**config.mk**
```make
export PLATFORM = sky130hd
export DESIGN_NAME = bram_port_arbiter
export DESIGN_NICKNAME = d
export VERILOG_FILES = /design/src/rtl/bram_port_arbiter.sv
export SDC_FILE = /design/constraint.sdc
export NUM_CORES = 1
export LEC_CHECK = 0
export CORE_MARGIN = 5
export CORE_UTILIZATION = 35
export CTS_CLUSTER_SIZE = 40
export DETAILED_ROUTE_END_ITERATION = 10
export MAX_ROUTING_LAYER = met4
export PLACE_DENSITY = 0.88
export SETUP_SLACK_MARGIN = 0.3
export SKIP_CTS_REPAIR_TIMING = 1
export SLEW_MARGIN = 20
export SYNTH_ARGS = -nofsm -noshare
export SYNTH_HDL_FRONTEND = slang
export SYNTH_SLANG_ARGS = --single-unit
```
**constraint.sdc**
```tcl
create_clock -name clock -period 3.8 [get_ports clock]
set_input_delay 0.57 -clock clock [delete_from_list [all_inputs] [get_ports clock]]
set_output_delay 0.57 -clock clock [all_outputs]
set_load 0.05 [all_outputs]
```
**src/rtl/bram_port_arbiter.sv**
```systemverilog
// rtl/bram_port_arbiter.sv - round-robin arbiter sharing one BRAM port between two requesters
// Macro BRAM_ARB_CLEAR_EN adds a zero-fill CLEAR walk after reset before RUN.
module bram_port_arbiter #(
   parameter int CORE            = 0,
   parameter int DATA_WIDTH      = 32,
   parameter int ADDR_WIDTH      = 8,
   parameter int SCAN_CYCLES_MIN = 0,
   parameter int SCAN_CYCLES_MAX = 1000
) (
   input  logic                    clock,
   input  logic                    reset,
   input  logic                    req0_read,
   input  logic                    req0_write,
   input  logic [DATA_WIDTH/8-1:0] req0_byteEnable,
   input  logic [ADDR_WIDTH-1:0]   req0_address,
   input  logic [DATA_WIDTH-1:0]   req0_writeData,
   output logic                    req0_ready,
   output logic [DATA_WIDTH-1:0]   req0_readData,
   output logic                    req0_valid,
   input  logic                    req1_read,
   input  logic                    req1_write,
   input  logic [DATA_WIDTH/8-1:0] req1_byteEnable,
   input  logic [ADDR_WIDTH-1:0]   req1_address,
   input  logic [DATA_WIDTH-1:0]   req1_writeData,
   output logic                    req1_ready,
   output logic [DATA_WIDTH-1:0]   req1_readData,
   output logic                    req1_valid,
   output logic                    bram_readEnable,
   output logic                    bram_writeEnable,
   output logic [DATA_WIDTH/8-1:0] bram_writeByteEnable,
   output logic [ADDR_WIDTH-1:0]   bram_address,
   output logic [DATA_WIDTH-1:0]   bram_writeData,
   input  logic [DATA_WIDTH-1:0]   bram_readData,
   output logic                    init_done,
   input  logic                    scan
);
   localparam int BE_WIDTH = DATA_WIDTH / 8;

   typedef enum logic {ST_CLEAR, ST_RUN} state_t;

   state_t                  state_q, state_d;
   logic                    last_grant_q, last_grant_d;
   logic                    rsp_pend_q, rsp_pend_d;
   logic                    rsp_owner_q, rsp_owner_d;
   logic [ADDR_WIDTH-1:0]   addr_q, addr_d;
   logic [DATA_WIDTH-1:0]   wdata_q, wdata_d;
   logic [ADDR_WIDTH-1:0]   clr_addr_q, clr_addr_d;
   logic signed [31:0]      cycle_q, cycle_d;

   logic                    pend0, pend1, grant0, grant1;
   logic                    sel_read, sel_write;
   logic [BE_WIDTH-1:0]     sel_be;
   logic [ADDR_WIDTH-1:0]   sel_addr;
   logic [DATA_WIDTH-1:0]   sel_data;

   always_comb begin
      pend0  = req0_read | req0_write;
      pend1  = req1_read | req1_write;
      grant0 = 1'b0;
      grant1 = 1'b0;
      // On conflict the requester that did not win the last accept goes first.
      if (!reset && state_q == ST_RUN) begin
         if (pend0 && pend1) begin
            grant0 = last_grant_q;
            grant1 = ~last_grant_q;
         end else begin
            grant0 = pend0;
            grant1 = pend1;
         end
      end

      sel_read  = grant1 ? req1_read       : req0_read;
      sel_write = grant1 ? req1_write      : req0_write;
      sel_be    = grant1 ? req1_byteEnable : req0_byteEnable;
      sel_addr  = grant1 ? req1_address    : req0_address;
      sel_data  = grant1 ? req1_writeData  : req0_writeData;

      bram_readEnable      = 1'b0;
      bram_writeEnable     = 1'b0;
      bram_writeByteEnable = '0;
      bram_address         = addr_q;
      bram_writeData       = wdata_q;
      state_d              = state_q;
      last_grant_d         = last_grant_q;
      rsp_pend_d           = 1'b0;
      rsp_owner_d          = rsp_owner_q;
      clr_addr_d           = clr_addr_q;
      cycle_d              = cycle_q + 1;

      if (grant0 || grant1) begin
         last_grant_d         = grant1;
         rsp_owner_d          = grant1;
         bram_address         = sel_addr;
         bram_writeData       = sel_data;
         bram_writeEnable     = sel_write;
         bram_readEnable      = sel_read & ~sel_write;
         bram_writeByteEnable = sel_write ? sel_be : '0;
         rsp_pend_d           = sel_read & ~sel_write;
      end

`ifdef BRAM_ARB_CLEAR_EN
      if (!reset && state_q == ST_CLEAR) begin
         bram_writeEnable     = 1'b1;
         bram_writeByteEnable = '1;
         bram_address         = clr_addr_q;
         bram_writeData       = '0;
         clr_addr_d           = clr_addr_q + 1'b1;
         if (&clr_addr_q) state_d = ST_RUN;
      end
`endif

      addr_d  = bram_address;
      wdata_d = bram_writeData;
   end

   always_ff @(posedge clock) begin
      if (reset) begin
`ifdef BRAM_ARB_CLEAR_EN
         state_q <= ST_CLEAR;
`else
         state_q <= ST_RUN;
`endif
         last_grant_q <= 1'b1;
         rsp_pend_q   <= 1'b0;
         rsp_owner_q  <= 1'b0;
         addr_q       <= '0;
         wdata_q      <= '0;
         clr_addr_q   <= '0;
         cycle_q      <= '0;
      end else begin
         state_q      <= state_d;
         last_grant_q <= last_grant_d;
         rsp_pend_q   <= rsp_pend_d;
         rsp_owner_q  <= rsp_owner_d;
         addr_q       <= addr_d;
         wdata_q      <= wdata_d;
         clr_addr_q   <= clr_addr_d;
         cycle_q      <= cycle_d;
      end
   end

   // Reset masks the registered response so an in-flight read is dropped.
   assign req0_ready    = grant0;
   assign req1_ready    = grant1;
   assign req0_readData = bram_readData;
   assign req1_readData = bram_readData;
   assign req0_valid    = rsp_pend_q & ~rsp_owner_q & ~reset;
   assign req1_valid    = rsp_pend_q & rsp_owner_q & ~reset;
   assign init_done     = (state_q == ST_RUN) & ~reset;

`ifndef SYNTHESIS
   always @(negedge clock) begin
      if (scan && cycle_q >= SCAN_CYCLES_MIN && cycle_q <= SCAN_CYCLES_MAX)
         $display("core %0d cycle %0d state %s g0 %b g1 %b re %b we %b be %h addr %h wdata %h rdata %h",
                  CORE, cycle_q, state_q.name(), grant0, grant1, bram_readEnable, bram_writeEnable,
                  bram_writeByteEnable, bram_address, bram_writeData, bram_readData);
   end
`endif
endmodule
```
==> results.py <==
metrics = {
    "timing": {
        "maxSlewHeadroom_pct": 53.2,
        "setup_violations": 0,
        "fin_tns_setup_ps": 0,
        "fmax_mhz": 307,
        "rsz0062_at_grt": "no",
        "clock_skew_ps": 6.26,
        "worst_slew_pin_slew_ps": 699,
        "fin_ws_ps": 542,
        "hold_viol": 0,
        "slew_violations": 0,
        "period_needed_ps": 3260,
        "fin_crit_sh_pct": 85.7,
    },
    "setup_path": {
        "rr_worst_depth": 4,
        "end_kind": "primary output",
        "cp_data_required_time_ps": 3230,
        "crit_slowest_cell": "clkdlybuf4s50_1",
        "critical_path.top_delay_family": "buffers and inverters",
        "cp_max_fo": 24,
        "reg2reg_from": "last_grant_q",
        "crit_type": "input pin to primary output",
        "cpPeakStageDelay_ps": 690,
        "cp_common_cell": "nand3_1",
        "cp_num_buf_inv": 3,
        "cp_cell_sequence": "clkdlybuf4s50_1, o21ba_2, buf_4, nand3_1, nand3_1, buf_12",
        "reg2reg_slack_ps": 2270,
        "cp.arrival_ps": 2690,
        "crit-reg2reg-capture": "addr_q[4]",
        "cp-start-kind": "input pin",
    },
    "floorplanning": {
        "dieArea_sq_mm": 0.00989,
        "boundaryPins": 242,
        "chipHeight_microns": 99.4,
        "core_sq_mm": 0.00777,
        "die_x_microns": 99.4,
        "row_count": 32,
        "start_util_pct": 36.1,
    },
    "clock_tree": {
        "cts_sinks": 43,
        "cts_buffers": 5,
        "cts_root_buf": "clkbuf_8",
        "clk_pin_slew_ps": 70,
        "cts_buffer_depth": 2,
        "cts_tree": "built",
        "clk_latency_ps": 290,
        "htree_levels": 2,
    },
    "cells_and_area": {
        "nNetsFinal": 565,
        "area_growth_pct": 55.7,
        "drive_gt1_share_pct": 14.8,
        "diodes": 0,
        "final-instance-count-excl-fill": 540,
        "final_core_util_pct": 56.1,
    },
    "grt": {
        "top_usage_layer": "met2",
        "grt-ovfl-total": 0,
        "grt_pass1_wl_mm": 14.4,
        "grt_pass1_vias": 3065,
        "grt_use_met1_pct": 19.4,
        "met3_usage_pct": 5.68,
        "gr-usage-all-layers_pct": 18.1,
        "use_met2_pct": 31.6,
        "antenna_found_initial": 0,
        "grt_max_degree": 51,
    },
    "yosys": {
        "mappedNetlistArea_sq_mm": 0.00280,
        "syn_inst": 377,
        "synth_warnings": 0,
        "synthXorXnorAreaFrac_pct": 0,
        "yosysTopAreaCellShare_pct": 30.7,
        "synth_seq_area_share_pct": 30.7,
        "synthTopCellsByArea": "dfxtp_1, nand3_1, buf_4",
        "ys.flop_type": "dfxtp_1",
        "async_flop_share_pct": 0,
        "yosys.area_share.simple_pct": 24.9,
        "synth_adder_area_share_pct": 0,
        "synth_compound_area_share_pct": 21.3,
        "synth_edf_count": 0,
        "synth_mux_area_share_pct": 0,
        "synth_top_family_by_area": "simple AND/OR/NAND/NOR gates",
        "synthesis.nets": 504,
        "ys_seq_elements": 43,
        "yosys-top-cells-count": "nand3_1, buf_4, dfxtp_1",
        "yosysUniqueCellTypes": 29,
        "synth.avg_cell_area_sq_um": 7.43,
        "yosysTopAreaCell": "dfxtp_1",
        "yosysMostFrequentCell": "nand3_1",
    },
    "routing": {
        "drc": 0,
        "firstDrtPassIters": 4,
        "drt-wirelength-per-cell_microns": 16.9,
        "ant_nets": 0,
        "routed_wirelength_mm": 9.12,
        "first_iter_violations": 160,
        "num_vias": 3114,
        "viasPerCell": 5.77,
    },
    "placement": {
        "dp_hpwl_mm": 6.91,
        "io_buffers": 144,
        "placed_cells": 533,
        "pre_cts_slack_ps": 534,
        "place.gp.congestion": 0.844,
    },
    "hold_path": {
        "min_from": "rsp_owner_q",
        "hold_path_depth": 1,
        "worstHoldEndpoint": "rsp_owner_q",
        "hold_path.class": "flop to flop",
    },
    "run_status": {
        "status": "finished clean",
    },
    "flow_run": {
        "maxCapViolCount": 0,
    },
    "power": {
        "p_leak_uw": 0.00167,
        "irDropWorstVdd_uv": 151,
        "p_per_area_mw_per_mm2": 364,
    },
}
==> through the flow <==
stage                     total power [uW]  hold WS (ps)  cell area (sq um)
after global routing                  1660           546               4360
final                                 1590           517               4360
after floorplan                       1050           476               2800
after CTS                             1600           516               4360
after detailed placement              1260           500               4260
after global placement                1240           484               4260
==> worst register-to-register path: stages, from the launching register on <==
cell and delay, ps:
dfxtp_1 400, o21ai_4 300, buf_4 380, nand3_1 160, a31oi_1 210
==> per-layer routing <==
metal | vias to the layer above | wire [microns]
li1 | 1435 | -
met1 | 1474 | 3390
met2 | 176 | 4650
met3 | 29 | 882
met4 | 0 | 192
met5 | - | 0
==> registers in the layout, indices dropped and copies added (netlist names) <==
register,count
addr_q,8
last_grant_q,1
rsp_owner_q,1
wdata_q,32
rsp_pend_q,1
==> layout make-up <==
cell class | instances | area, sq um
Clock buffer | 6 | 72.6
Clock inverter | 1 | 30.0
Fill cell | 680 | 3410
Inverter | 1 | 3.75
Multi-Input combinational cell | 236 | 1310
Sequential cell | 43 | 861
Tap cell | 102 | 128
Timing Repair Buffer | 151 | 1950
==> cell usage in the layout, fill, tap and decap left out, types with 2 or more instances in the layout <==
| cell | instances |
|---|---|
| nor2_1 | 2 |
| buf_12 | 46 |
| a21oi_1 | 3 |
| a211oi_1 | 4 |
| buf_4 | 6 |
| a31oi_1 | 40 |
| o21ai_1 | 10 |
| clkbuf_8 | 5 |
| o21ba_2 | 2 |
| nand3_1 | 124 |
| clkdlybuf4s50_1 | 98 |
| dfxtp_1 | 43 |
| o21bai_1 | 2 |
| o21ai_0 | 35 |
==> cells by family after synthesis <==
family,count (synthesis)
buffers and inverters,98
AOI/OAI and AO/OA,101
and+or+nand+nor,135
DFF,43
==> how the worst max path moves through the flow <==
stage	startpoint	to	cells past startpoint
floorplan	reset	bram_writeByteEnable[0]	4
global placement	req1_write	bram_address[0]	6
detailed placement	req0_write	bram_address[0]	6
CTS	req0_write	bram_address[0]	6
global route	req0_write	bram_address[3]	6
finish	req1_write	bram_address[0]	6
==> where the power goes <==
group	switching, uW	internal [uW]	leakage, uW	total, uW
Sequential	9.96	484	0.000354	494
Clock	150	193	0.0000513	343
Combinational	402	348	0.00127	750
Note: power is estimated with default switching activity, not from simulation.
